===== config.mk =====
export PLATFORM = sky130hd
export DESIGN_NAME = vrc_settle_timer
export DESIGN_NICKNAME = d
export VERILOG_FILES = /design/src/rtl/vrc_pkg.sv /design/src/rtl/vrc_settle_timer.sv
export SDC_FILE = /design/constraint.sdc
export NUM_CORES = 1
export LEC_CHECK = 0
export BUFFER_PORTS_ARGS = -buffer_cell sky130_fd_sc_hd__buf_2
export CAP_MARGIN = 5
export CORE_AREA = 2 2 39 41
export CTS_CLUSTER_SIZE = 30
export DETAILED_ROUTE_END_ITERATION = 10
export DIE_AREA = 0 0 41 43
export PLACE_DENSITY = 0.47
export SLEW_MARGIN = 20
export SYNTH_ARGS = -nofsm -noshare
export SYNTH_HDL_FRONTEND = slang
export SYNTH_SLANG_ARGS = --single-unit

===== constraint.sdc =====
create_clock -name clk -period 2.2 [get_ports clk]
set_input_delay 0.11 -clock clk [delete_from_list [all_inputs] [get_ports clk]]
set_output_delay 0.11 -clock clk [all_outputs]
set_load 0.005 [all_outputs]

===== src/rtl/vrc_pkg.sv =====
// Shared definitions for the vector response checker.
// Contents: checker FSM state encoding and the settle timer width.
package vrc_pkg;

  // Settle timer width; SETTLE_CYC must fit in 0..15.
  localparam int TMR_W = 4;

  typedef enum logic [2:0] {
    ST_IDLE   = 3'd0,
    ST_ARMED  = 3'd1,
    ST_SETTLE = 3'd2,
    ST_SAMPLE = 3'd3,
    ST_DONE   = 3'd4
  } state_t;

endpackage


===== src/rtl/vrc_settle_timer.sv =====
// Settle-interval down-counter for the vector response checker.
// Ports:
//   clk, rst_n  : rising-edge clock, asynchronous active-low reset
//   i_load      : load i_load_val (takes priority over decrement)
//   i_load_val  : value to load
//   i_dec       : decrement by one; holds at zero
//   o_zero      : counter currently reads zero
module vrc_settle_timer
  import vrc_pkg::*;
(
  input  logic             clk,
  input  logic             rst_n,
  input  logic             i_load,
  input  logic [TMR_W-1:0] i_load_val,
  input  logic             i_dec,
  output logic             o_zero
);

  logic [TMR_W-1:0] r_cnt;

  always_ff @(posedge clk or negedge rst_n) begin
    if (!rst_n) begin
      r_cnt <= '0;
    end else if (i_load) begin
      r_cnt <= i_load_val;
    end else if (i_dec && (r_cnt != '0)) begin
      r_cnt <= r_cnt - TMR_W'(1);
    end
  end

  assign o_zero = (r_cnt == '0);

endmodule


==> results.json, run 1 <==
{
  "power.static_leakage_uw": 0.000165,
  "yosysSeqAreaShare": 0.370,
  "first_pass_iters": 2,
  "intPower_uw": 170,
  "rows": 14,
  "outcome": "finished clean",
  "crit_required_ns": 2.09,
  "yosysMostFrequentCell": "dfrtp_1",
  "setup_viol_count_final": 0,
  "grt-ovfl-total": 0,
  "path_cells": "inv_1 > ha_1 > nor3b_2 > buf_2",
  "place_congestion": 0.634,
  "cp-start-kind": "register",
  "viasPerCell": 4.17,
  "fin_crit_ns": 1.47,
  "dieHeight_um": 43,
  "clk_latency_ns": 0.23,
  "placed_cells": 50,
  "regMostFlops": "r_cnt",
  "synthXorXnorAreaFrac": 0,
  "cts.htree.levels": 1,
  "synth_common_cells": "4 x dfrtp_1, 3 x inv_1, 3 x nand2_1",
  "grt_pass1_vias": 232,
  "yosys.area_share.adder": 0.0463,
  "power_density_nw_per_um2": 654,
  "synth-seq-cells": 4,
  "numPortBuffers": 8,
  "postLayoutCellArea_sq_um": 352,
  "diodes": 0,
  "drive_above_1_share": 0.368,
  "fillers": 164,
  "synth_mux_area_frac": 0,
  "ys.flop_type": "dfrtp_1",
  "swShare": 0.261,
  "cts_tree": "yes",
  "grt_usage": 0.0836,
  "synth_top_family_by_area": "simple AND/OR/NAND/NOR gates",
  "hp-start": "i_load_val[2]",
  "top_regs": "r_cnt: 4 flops",
  "p_switching_uw": 60.0,
  "crit_type": "register to output port",
  "fmax_mhz": 681,
  "p_clk_frac": 0.391,
  "grt_max_degree": 11,
  "yosys-top-cells-area": "dfrtp_1 37%, nor4b_2 5.6%, ha_1 4.6%",
  "synth_fp_nets": 36,
  "min_path_type": "input port to register",
  "synthArstFlopShare": 1.00,
  "wl_per_cell_um": 9.35,
  "power_frac_comb": 0.206,
  "root_buffer": "clkbuf_4",
  "dieArea_sq_um": 1760,
  "grt_setup_unrepaired": "no",
  "nets": 49,
  "drt_iter0_drc": 4,
  "syn_area_sq_um": 270,
  "fp.dieW_um": 41,
  "synthCells": 27,
  "initial_core_util": 0.195,
  "cp_slowest_cell": "dfrtp_1",
  "syn_to_final_growth_pct": 30.1,
  "power_frac_seq": 0.403,
  "final.setup.tns_ns": 0,
  "synth-compound-area-share": 0.199,
  "avgSynthCellArea_sq_um": 10.0,
  "ios": 9,
  "cts_buffers": 3,
  "worstPathMaxFanout": 5,
  "core_area_sq_um": 1380,
  "clkSinkCount": 4,
  "synth-simple-area-share": 0.301,
  "hpwl_um": 436,
  "slew_headroom": 0.814,
  "largest_reg_flops": 4,
  "cap_violations": 0,
  "worst_slew_pin_slew_ns": 0.278,
  "fin_crit_sh": 0.668,
  "maxSlewViolCount": 0,
  "drc": 0,
  "place_area_sq_um": 319,
  "ir_worst_vdd_mv": 0.204,
  "cts_setup_buffers": 0,
  "rr_startpoint": "r_cnt[0]$_DFFE_PN0P_",
  "drt_wl_total_um": 505,
  "synth_top_area_frac": 0.370,
  "crit_arrival_ns": 1.36,
  "antenna_found_initial": 0,
  "critPathCaptureType": "output port",
  "grt_pass1_wl_um": 917,
  "max_stage_delay_ns": 0.40,
  "synth_largest_area_cell": "dfrtp_1",
  "yosysWarnings": 0,
  "final_cells": 54,
  "yosysUniqueCellTypes": 18,
  "clock_path_buffers": 2,
  "ant_nets": 0,
  "synth_enable_flop_cells": 0,
  "clk_pin_slew_ns": 0.04,
  "finalHoldViolCount": 0,
  "critPathLaunch": "r_cnt[0]$_DFFE_PN0P_",
  "via_count": 225,
  "holdWs_ns": 0.0872,
  "skew_ns": 0.000280
}
worst max-delay path, delay by kind of cell (launching register included):
| family | cells | cell delay [ns] |
|---|---|---|
| flops | 1 | 0.40 |
| fa+ha+maj | 1 | 0.19 |
| buf+inv | 2 | 0.24 |
| simple gates | 1 | 0.30 |
cell type report:
cell class	count	area [sq um]	area share
Multi-Input combinational cell	19	148	0.420
Tap cell	16	20.0	0.0569
Clock buffer	3	22.5	0.0641
Sequential cell	4	100	0.285
Timing Repair Buffer	9	50.0	0.142
Inverter	3	11.3	0.0320
layer usage:
layer  vias to the layer above  routed length (um)  global-route usage
met1                        98                 219              0.0974
met3                         0                  37              0.0471
li1                        123                   -                   -
met4                         0                   0              0.0800
met2                         4                 247               0.100
met5                         -                   0                   0
logic make-up (layout without fill, tap and decap cells):
| group | Yosys count | after routing |
|---|---|---|
| and+or+nand+nor | 11 | 11 |
| buffers and inverters | 4 | 15 |
| adders and majority gates | 1 | 1 |
| AOI/OAI and AO/OA | 7 | 7 |
| DFF | 4 | 4 |
power groups by stage:
stage               clock, uW  combinational (uW)  sequential (uW)
floorplan                   0                34.4             91.9
global placement            0                47.6             94.0
detailed placement          0                47.6             94.0
CTS                      95.1                49.0             93.0
global route              100                55.2             94.6
finish                   90.0                47.4             92.7
worst paths after layout:
path / end / slack [ns] / cells after the start
setup / recovery: o_zero / 0.73 / 4
hold / removal: r_cnt[2]$_DFFE_PN0P_ / 0.09 / 3
setup reg to reg: r_cnt[1]$_DFFE_PN0P_ / 0.76 / 5
hold reg to reg: r_cnt[1]$_DFFE_PN0P_ / 0.62 / 2
max in group asynchronous: r_cnt[1]$_DFFE_PN0P_ / 1.87 / 2
min in group asynchronous: r_cnt[3]$_DFFE_PN0P_ / 0.21 / 2
placed cells by master (no fill, tap or decap), types with 2 or more instances in the layout:
master	count
buf_2	8
clkbuf_4	3
dfrtp_1	4
inv_1	3
nand2_1	3
nor3_1	2
o21ai_0	2
metrics by stage:
step,total power [uW],setup WS (ns),util
after floorplan,126,0.820,-
after global placement,142,0.776,0.231
after detailed placement,142,0.758,0.231
after CTS,237,0.699,0.254
after global routing,250,0.627,0.254
final,230,0.731,0.254
timing repair:
action                    CTS  global route
gates resized for setup     0             0
hold endpoints to repair    4             0
hold buffers                1             0
(Power assumes the default switching activity.)
==> run 2: changes to the inputs <==
--- a/config.mk
+++ b/config.mk
@@ -5,13 +5,14 @@
 export SDC_FILE = /design/constraint.sdc
 export NUM_CORES = 1
 export LEC_CHECK = 0
+export ABC_AREA = 1
 export BUFFER_PORTS_ARGS = -buffer_cell sky130_fd_sc_hd__buf_2
 export CAP_MARGIN = 5
 export CORE_AREA = 2 2 39 41
 export CTS_CLUSTER_SIZE = 30
 export DETAILED_ROUTE_END_ITERATION = 10
 export DIE_AREA = 0 0 41 43
-export PLACE_DENSITY = 0.47
+export PLACE_DENSITY = 0.49
 export SLEW_MARGIN = 20
 export SYNTH_ARGS = -nofsm -noshare
 export SYNTH_HDL_FRONTEND = slang
==> constraint.sdc (replaced) <==
create_clock -name clk -period 1.5 [get_ports clk]
set_input_delay 0.075 -clock clk [delete_from_list [all_inputs] [get_ports clk]]
set_output_delay 0.075 -clock clk [all_outputs]
set_load 0.005 [all_outputs]
==> run 2 against run 1 <==
Compared with the run above:
- routed wire length increased by 10%
- utilization rose by 2.6 points
- hold slack better by 0.072 ns
- clock skew is 0.0027 ns higher
- critical endpoint unchanged
- largest cell class unchanged
- largest power group unchanged
==> results.json, run 2 <==
{
  "cts.htree.levels": 1,
  "grt_setup_unrepaired": "no",
  "antenna_found_initial": 0,
  "ys.flop_type": "dfrtp_1",
  "clk_pin_slew_ns": 0.03,
  "clkSinkCount": 4,
  "layout_common_cells": "21 x nand2_1, 8 x buf_2, 5 x inv_1",
  "finalHoldViolCount": 0,
  "viasPerCell": 3.95,
  "grt_max_degree": 9,
  "synth-simple-area-share": 0.496,
  "worstPathMaxFanout": 3,
  "regMostFlops": "r_cnt",
  "swShare": 0.333,
  "power_frac_seq": 0.360,
  "synthCells": 46,
  "slew_headroom": 0.900,
  "fmax_mhz": 824,
  "grt-ovfl-total": 0,
  "synth-seq-cells": 4,
  "root_buffer": "clkbuf_4",
  "synth_fp_nets": 55,
  "fin_crit_sh": 0.809,
  "largest_reg_flops": 4,
  "cp-start-kind": "register",
  "layout_commonest_cell": "nand2_1",
  "diodes": 0,
  "synthArstFlopShare": 1.00,
  "outcome": "finished clean",
  "synth_top_family_by_area": "simple AND/OR/NAND/NOR gates",
  "wl_per_cell_um": 7.54,
  "cts_tree": "yes",
  "yosys-top-cells-area": "dfrtp_1 34%, nand2_1 27%, inv_1 6.4%",
  "drt_iter0_drc": 1,
  "ios": 9,
  "dieArea_sq_um": 1760,
  "power_density_nw_per_um2": 1080,
  "synth_common_cells": "21 x nand2_1, 5 x inv_1, 4 x dfrtp_1",
  "skew_ns": 0.00295,
  "yosysUniqueCellTypes": 13,
  "ant_nets": 0,
  "cap_violations": 0,
  "yosys.area_share.adder": 0.0424,
  "min_path_type": "input port to register",
  "cts-resized-gates": 0,
  "crit_required_ns": 1.42,
  "grt_usage": 0.0898,
  "grt_pass1_wl_um": 1030,
  "yosysSeqAreaShare": 0.339,
  "power_uw": 417,
  "top_regs": "r_cnt: 4 flops",
  "synthXorXnorAreaFrac": 0,
  "rows": 14,
  "syn_to_final_growth_pct": 31.4,
  "worst_slew_pin_slew_ns": 0.148,
  "holdWs_ns": 0.159,
  "maxSlewViolCount": 0,
  "synth_largest_area_cell": "dfrtp_1",
  "synth-compound-area-share": 0.0339,
  "initial_core_util": 0.213,
  "clock_path_buffers": 2,
  "power_frac_comb": 0.331,
  "place_congestion": 0.674,
  "drc": 0,
  "critPathCaptureType": "output port",
  "syn_area_sq_um": 295,
  "setup_viol_count_final": 0,
  "synth_top_area_frac": 0.339,
  "ir_worst_vdd_mv": 0.364,
  "hpwl_um": 464,
  "nets": 69,
  "fin_crit_ns": 1.21,
  "clk_latency_ns": 0.23,
  "numPortBuffers": 8,
  "dieHeight_um": 43,
  "p_clk_frac": 0.309,
  "cts_buffers": 3,
  "drt_wl_total_um": 558,
  "yosysMostFrequentCell": "nand2_1",
  "crit_type": "register to output port",
  "via_count": 292,
  "drive_above_1_share": 0.276,
  "intPower_uw": 278,
  "crit_arrival_ns": 1.14,
  "core_area_sq_um": 1380,
  "yosysWarnings": 0,
  "avgSynthCellArea_sq_um": 6.42,
  "synth_enable_flop_cells": 0,
  "first_pass_iters": 4,
  "final.setup.tns_ns": 0,
  "synth_mux_area_frac": 0,
  "power.static_leakage_uw": 0.000229,
  "p_switching_uw": 139,
  "fp.dieW_um": 41,
  "grt_pass1_vias": 269
}
-- run 2: cell types whose count changed in the layout (fill, tap and decap cells not counted), sizes merged, moves of 2 or more --
cell and change:
nor3b -2, nor2 +3, nand3b +2, inv +3, nor3 -2, nand2 +21
nand3 +3
-- run 2: power by group through the flow --
stage	clock network, uW	registers (uW)	logic (uW)
6_report	129	150	138
4_1_cts	139	150	141
5_1_grt	149	153	169
2_1_floorplan	0	147	104
3_5_place_dp	0	152	139
3_3_place_gp	0	152	140
-- run 2: stage by stage --
| step | std cells | util | setup WS [ns] | cell area (sq um) |
|---|---|---|---|---|
| after floorplan | 46 | - | 0.441 | 295 |
| after global placement | 70 | 0.257 | 0.341 | 355 |
| after detailed placement | 70 | 0.257 | 0.343 | 355 |
| after CTS | 74 | 0.280 | 0.265 | 388 |
| after global routing | 74 | 0.280 | 0.176 | 388 |
| final | 74 | 0.280 | 0.287 | 388 |
-- run 2: path summary, 6_finish.rpt --
path | startpoint | end | slack (ns) | cells past startpoint
setup / recovery | r_cnt[0]$_DFFE_PN0P_ | o_zero | 0.29 | 5
hold / removal | i_load_val[2] | r_cnt[2]$_DFFE_PN0P_ | 0.16 | 5
setup reg to reg | r_cnt[0]$_DFFE_PN0P_ | r_cnt[2]$_DFFE_PN0P_ | 0.35 | 7
hold reg to reg | r_cnt[0]$_DFFE_PN0P_ | r_cnt[0]$_DFFE_PN0P_ | 0.53 | 2
max in group asynchronous | rst_n | r_cnt[0]$_DFFE_PN0P_ | 1.20 | 2
min in group asynchronous | rst_n | r_cnt[3]$_DFFE_PN0P_ | 0.18 | 2
-- run 2: cell families after synthesis --
kind of cell / after synthesis
and+or+nand+nor: 32
buffers and inverters: 7
DFF: 4
AOI/OAI and AO/OA: 2
adders and majority gates: 1
-- run 2: area by class of cell --
cell class	instances	area, sq um
clock buffers	3	22.5
inverters	7	26.3
well taps	16	20.0
multi-input cells	35	169
repair buffers	9	50.0
flip-flops and latches	4	100
fillers	168	996
-- run 2: routing by layer --
layer,GRT usage,wire length (um),vias up
met2,0.113,275,4
met5,0,0,-
met1,0.114,261,124
li1,-,-,164
met4,0.100,0,0
met3,0.0157,22,0
-- run 2: critical path, stage by stage (launching register included) --
cell and delay [ns]:
dfrtp_1 0.37, inv_1 0.10, ha_1 0.20, nand2_2 0.09, inv_1 0.05, buf_2 0.10
-- run 2: timing repair --
| item | 4_1_cts | 5_1_grt |
|---|---|---|
| hold buffers | 1 | 0 |
| endpoints found under the hold margin | 4 | 0 |
| buffers inserted | 0 | 0 |
==> run 3: changes to the inputs <==
--- a/config.mk
+++ b/config.mk
@@ -5,14 +5,14 @@
 export SDC_FILE = /design/constraint.sdc
 export NUM_CORES = 1
 export LEC_CHECK = 0
-export ABC_AREA = 1
+export ABC_AREA = 0
 export BUFFER_PORTS_ARGS = -buffer_cell sky130_fd_sc_hd__buf_2
 export CAP_MARGIN = 5
 export CORE_AREA = 2 2 39 41
 export CTS_CLUSTER_SIZE = 30
 export DETAILED_ROUTE_END_ITERATION = 10
 export DIE_AREA = 0 0 41 43
-export PLACE_DENSITY = 0.49
+export PLACE_DENSITY = 0.48
 export SLEW_MARGIN = 20
 export SYNTH_ARGS = -nofsm -noshare
 export SYNTH_HDL_FRONTEND = slang
==> constraint.sdc (replaced) <==
create_clock -name clk -period 1 [get_ports clk]
set_input_delay 0.05 -clock clk [delete_from_list [all_inputs] [get_ports clk]]
set_output_delay 0.05 -clock clk [all_outputs]
set_load 0.005 [all_outputs]
==> run 3 against run 2 <==
Compared with the run above:
- the flow now finishes with violations (setup timing)
- via count fell by 13%
- register-to-register slack got worse by 0.70 ns
- combinational power rose by 41%
- sequential power rose by 37%
- routed wire length rose by 21%
- hold slack got worse by 0.11 ns
- total power rose by 42%
- design area rose by 15%
- clock power rose by 50%
- highest routed layer unchanged
- clock skew fell by 0.0016 ns
- non-clock buffer count rose by 8
- critical path depth fell by 1
==> results.json, run 3 (synthesis results as in run 1) <==
{
  "outcome": "finished, violations left",
  "violations": "setup timing",
  "wl_per_cell_um": 10.9,
  "drive_above_1_share": 0.565,
  "antenna_found_initial": 0,
  "viasPerCell": 4.08,
  "fillers": 141,
  "dieHeight_um": 43,
  "min_path_type": "input port to register",
  "initial_core_util": 0.195,
  "use_met1": 0.111,
  "fmax_mhz": 741,
  "grt-ovfl-total": 0,
  "first_pass_iters": 4,
  "worstPathMaxFanout": 3,
  "ant_nets": 0,
  "syn_to_final_growth_pct": 64.4,
  "final.setup.tns_ns": -1.67,
  "via_count": 253,
  "grt_pass1_vias": 267,
  "fin_ws_ns": -0.349,
  "setup_viol_count_final": 5,
  "holdWs_ns": 0.0485,
  "crit_end": "r_cnt[1]$_DFFE_PN0P_",
  "critPathLaunch": "r_cnt[0]$_DFFE_PN0P_",
  "grt_usage": 0.0998,
  "ios": 9,
  "clk_pin_slew_ns": 0.04,
  "clk_latency_ns": 0.23,
  "regMostFlops": "r_cnt",
  "clkSinkCount": 4,
  "cts_buffers": 3,
  "slew_headroom": 0.822,
  "largest_reg_flops": 4,
  "rr_startpoint": "r_cnt[0]$_DFFE_PN0P_",
  "place_area_sq_um": 390,
  "clock_path_buffers": 2,
  "top_regs": "r_cnt: 4 flops",
  "crit_type": "register to register",
  "worst_r2r_endpoint": "r_cnt[1]$_DFFE_PN0P_",
  "power_density_nw_per_um2": 1340,
  "maxSlewViolCount": 0,
  "root_buffer": "clkbuf_4",
  "fp.dieW_um": 41,
  "ir_worst_vdd_mv": 0.438,
  "skew_ns": 0.00130,
  "use_met3": 0.0209,
  "drc": 0,
  "reg2reg_slack_ns": -0.35,
  "dieArea_sq_um": 1760,
  "postLayoutCellArea_sq_um": 444,
  "final_util": 0.321,
  "finalHoldViolCount": 0,
  "crit_required_ns": 1.15,
  "rr_worst_depth": 4,
  "cts_tree": "yes",
  "numPortBuffers": 8,
  "use_met2": 0.144,
  "drt_iter0_drc": 6,
  "cp-start-kind": "register",
  "place_congestion": 0.661,
  "core_area_sq_um": 1380,
  "nets": 57,
  "cts.htree.levels": 1,
  "cap_violations": 0,
  "hpwl_um": 585,
  "top_usage_layer": "met2",
  "fin_crit_ns": 1.35,
  "layout_common_cells": "7 x buf_2, 7 x buf_4, 4 x dfrtp_1",
  "grt_max_degree": 8,
  "grt_pass1_wl_um": 1090,
  "grt_setup_unrepaired": "yes",
  "power.static_leakage_uw": 0.000208,
  "drt_wl_total_um": 673,
  "worst_slew_pin_slew_ns": 0.266,
  "fin_crit_sh": 1.35,
  "diodes": 0,
  "rows": 14,
  "crit_arrival_ns": 1.50,
  "critPathCaptureType": "register"
}
run 3: power breakdown:
group	total, uW	internal (uW)	switching [uW]	leakage (uW)
Clock	193	134	59.1	0.0000138
Sequential	206	183	23.5	0.0000480
Combinational	194	118	76.4	0.000146
run 3: final cells by class:
cell class,instances,area (sq um),share of cell area
Timing Repair Buffer,17,120,0.270
Multi-Input combinational cell,19,170,0.383
Clock buffer,3,22.5,0.0507
Sequential cell,4,100,0.225
Tap cell,16,20.0,0.0451
Inverter,3,11.3,0.0254
run 3: through the flow:
step,worst slack (ns),total power (uW),instances
2_1_floorplan,-0.315,298,27
3_3_place_gp,-0.318,373,57
3_5_place_dp,-0.349,383,57
4_1_cts,-0.368,614,62
5_1_grt,-0.403,640,62
6_report,-0.349,593,62
run 3: how the worst min path moves through the flow:
stage                                      end  cells after the start  slack (ns)          start
after floorplan           r_cnt[0]$_DFFE_PN0P_                      0       -0.25          rst_n
after global placement    r_cnt[3]$_DFFE_PN0P_                      1       -0.14          rst_n
after detailed placement  r_cnt[3]$_DFFE_PN0P_                      1       -0.14          rst_n
after CTS                 r_cnt[1]$_DFFE_PN0P_                      3        0.04  i_load_val[1]
after global routing      r_cnt[3]$_DFFE_PN0P_                      2        0.07  i_load_val[3]
final                     r_cnt[1]$_DFFE_PN0P_                      3        0.05  i_load_val[1]
run 3: metal layers:
| metal | vias up | share of wire |
|---|---|---|
| li1 | 137 | - |
| met1 | 111 | 0.45 |
| met2 | 5 | 0.51 |
| met3 | 0 | 0.040 |
| met4 | 0 | 0 |
| met5 | - | 0 |
run 3: worst max-delay path, cell delays in order, from the launching register on:
cell      delay (ns)
dfrtp_1         0.40
inv_2           0.08
ha_4            0.19
or4_1           0.53
o211ai_2        0.08
run 3: timing repair:
item	in CTS	in global routing
buffers inserted	1	1
hold endpoints to repair	4	0
hold buffers	1	0
gates resized for setup	3	1
pin swaps	2	1
setup endpoints to repair	5	5
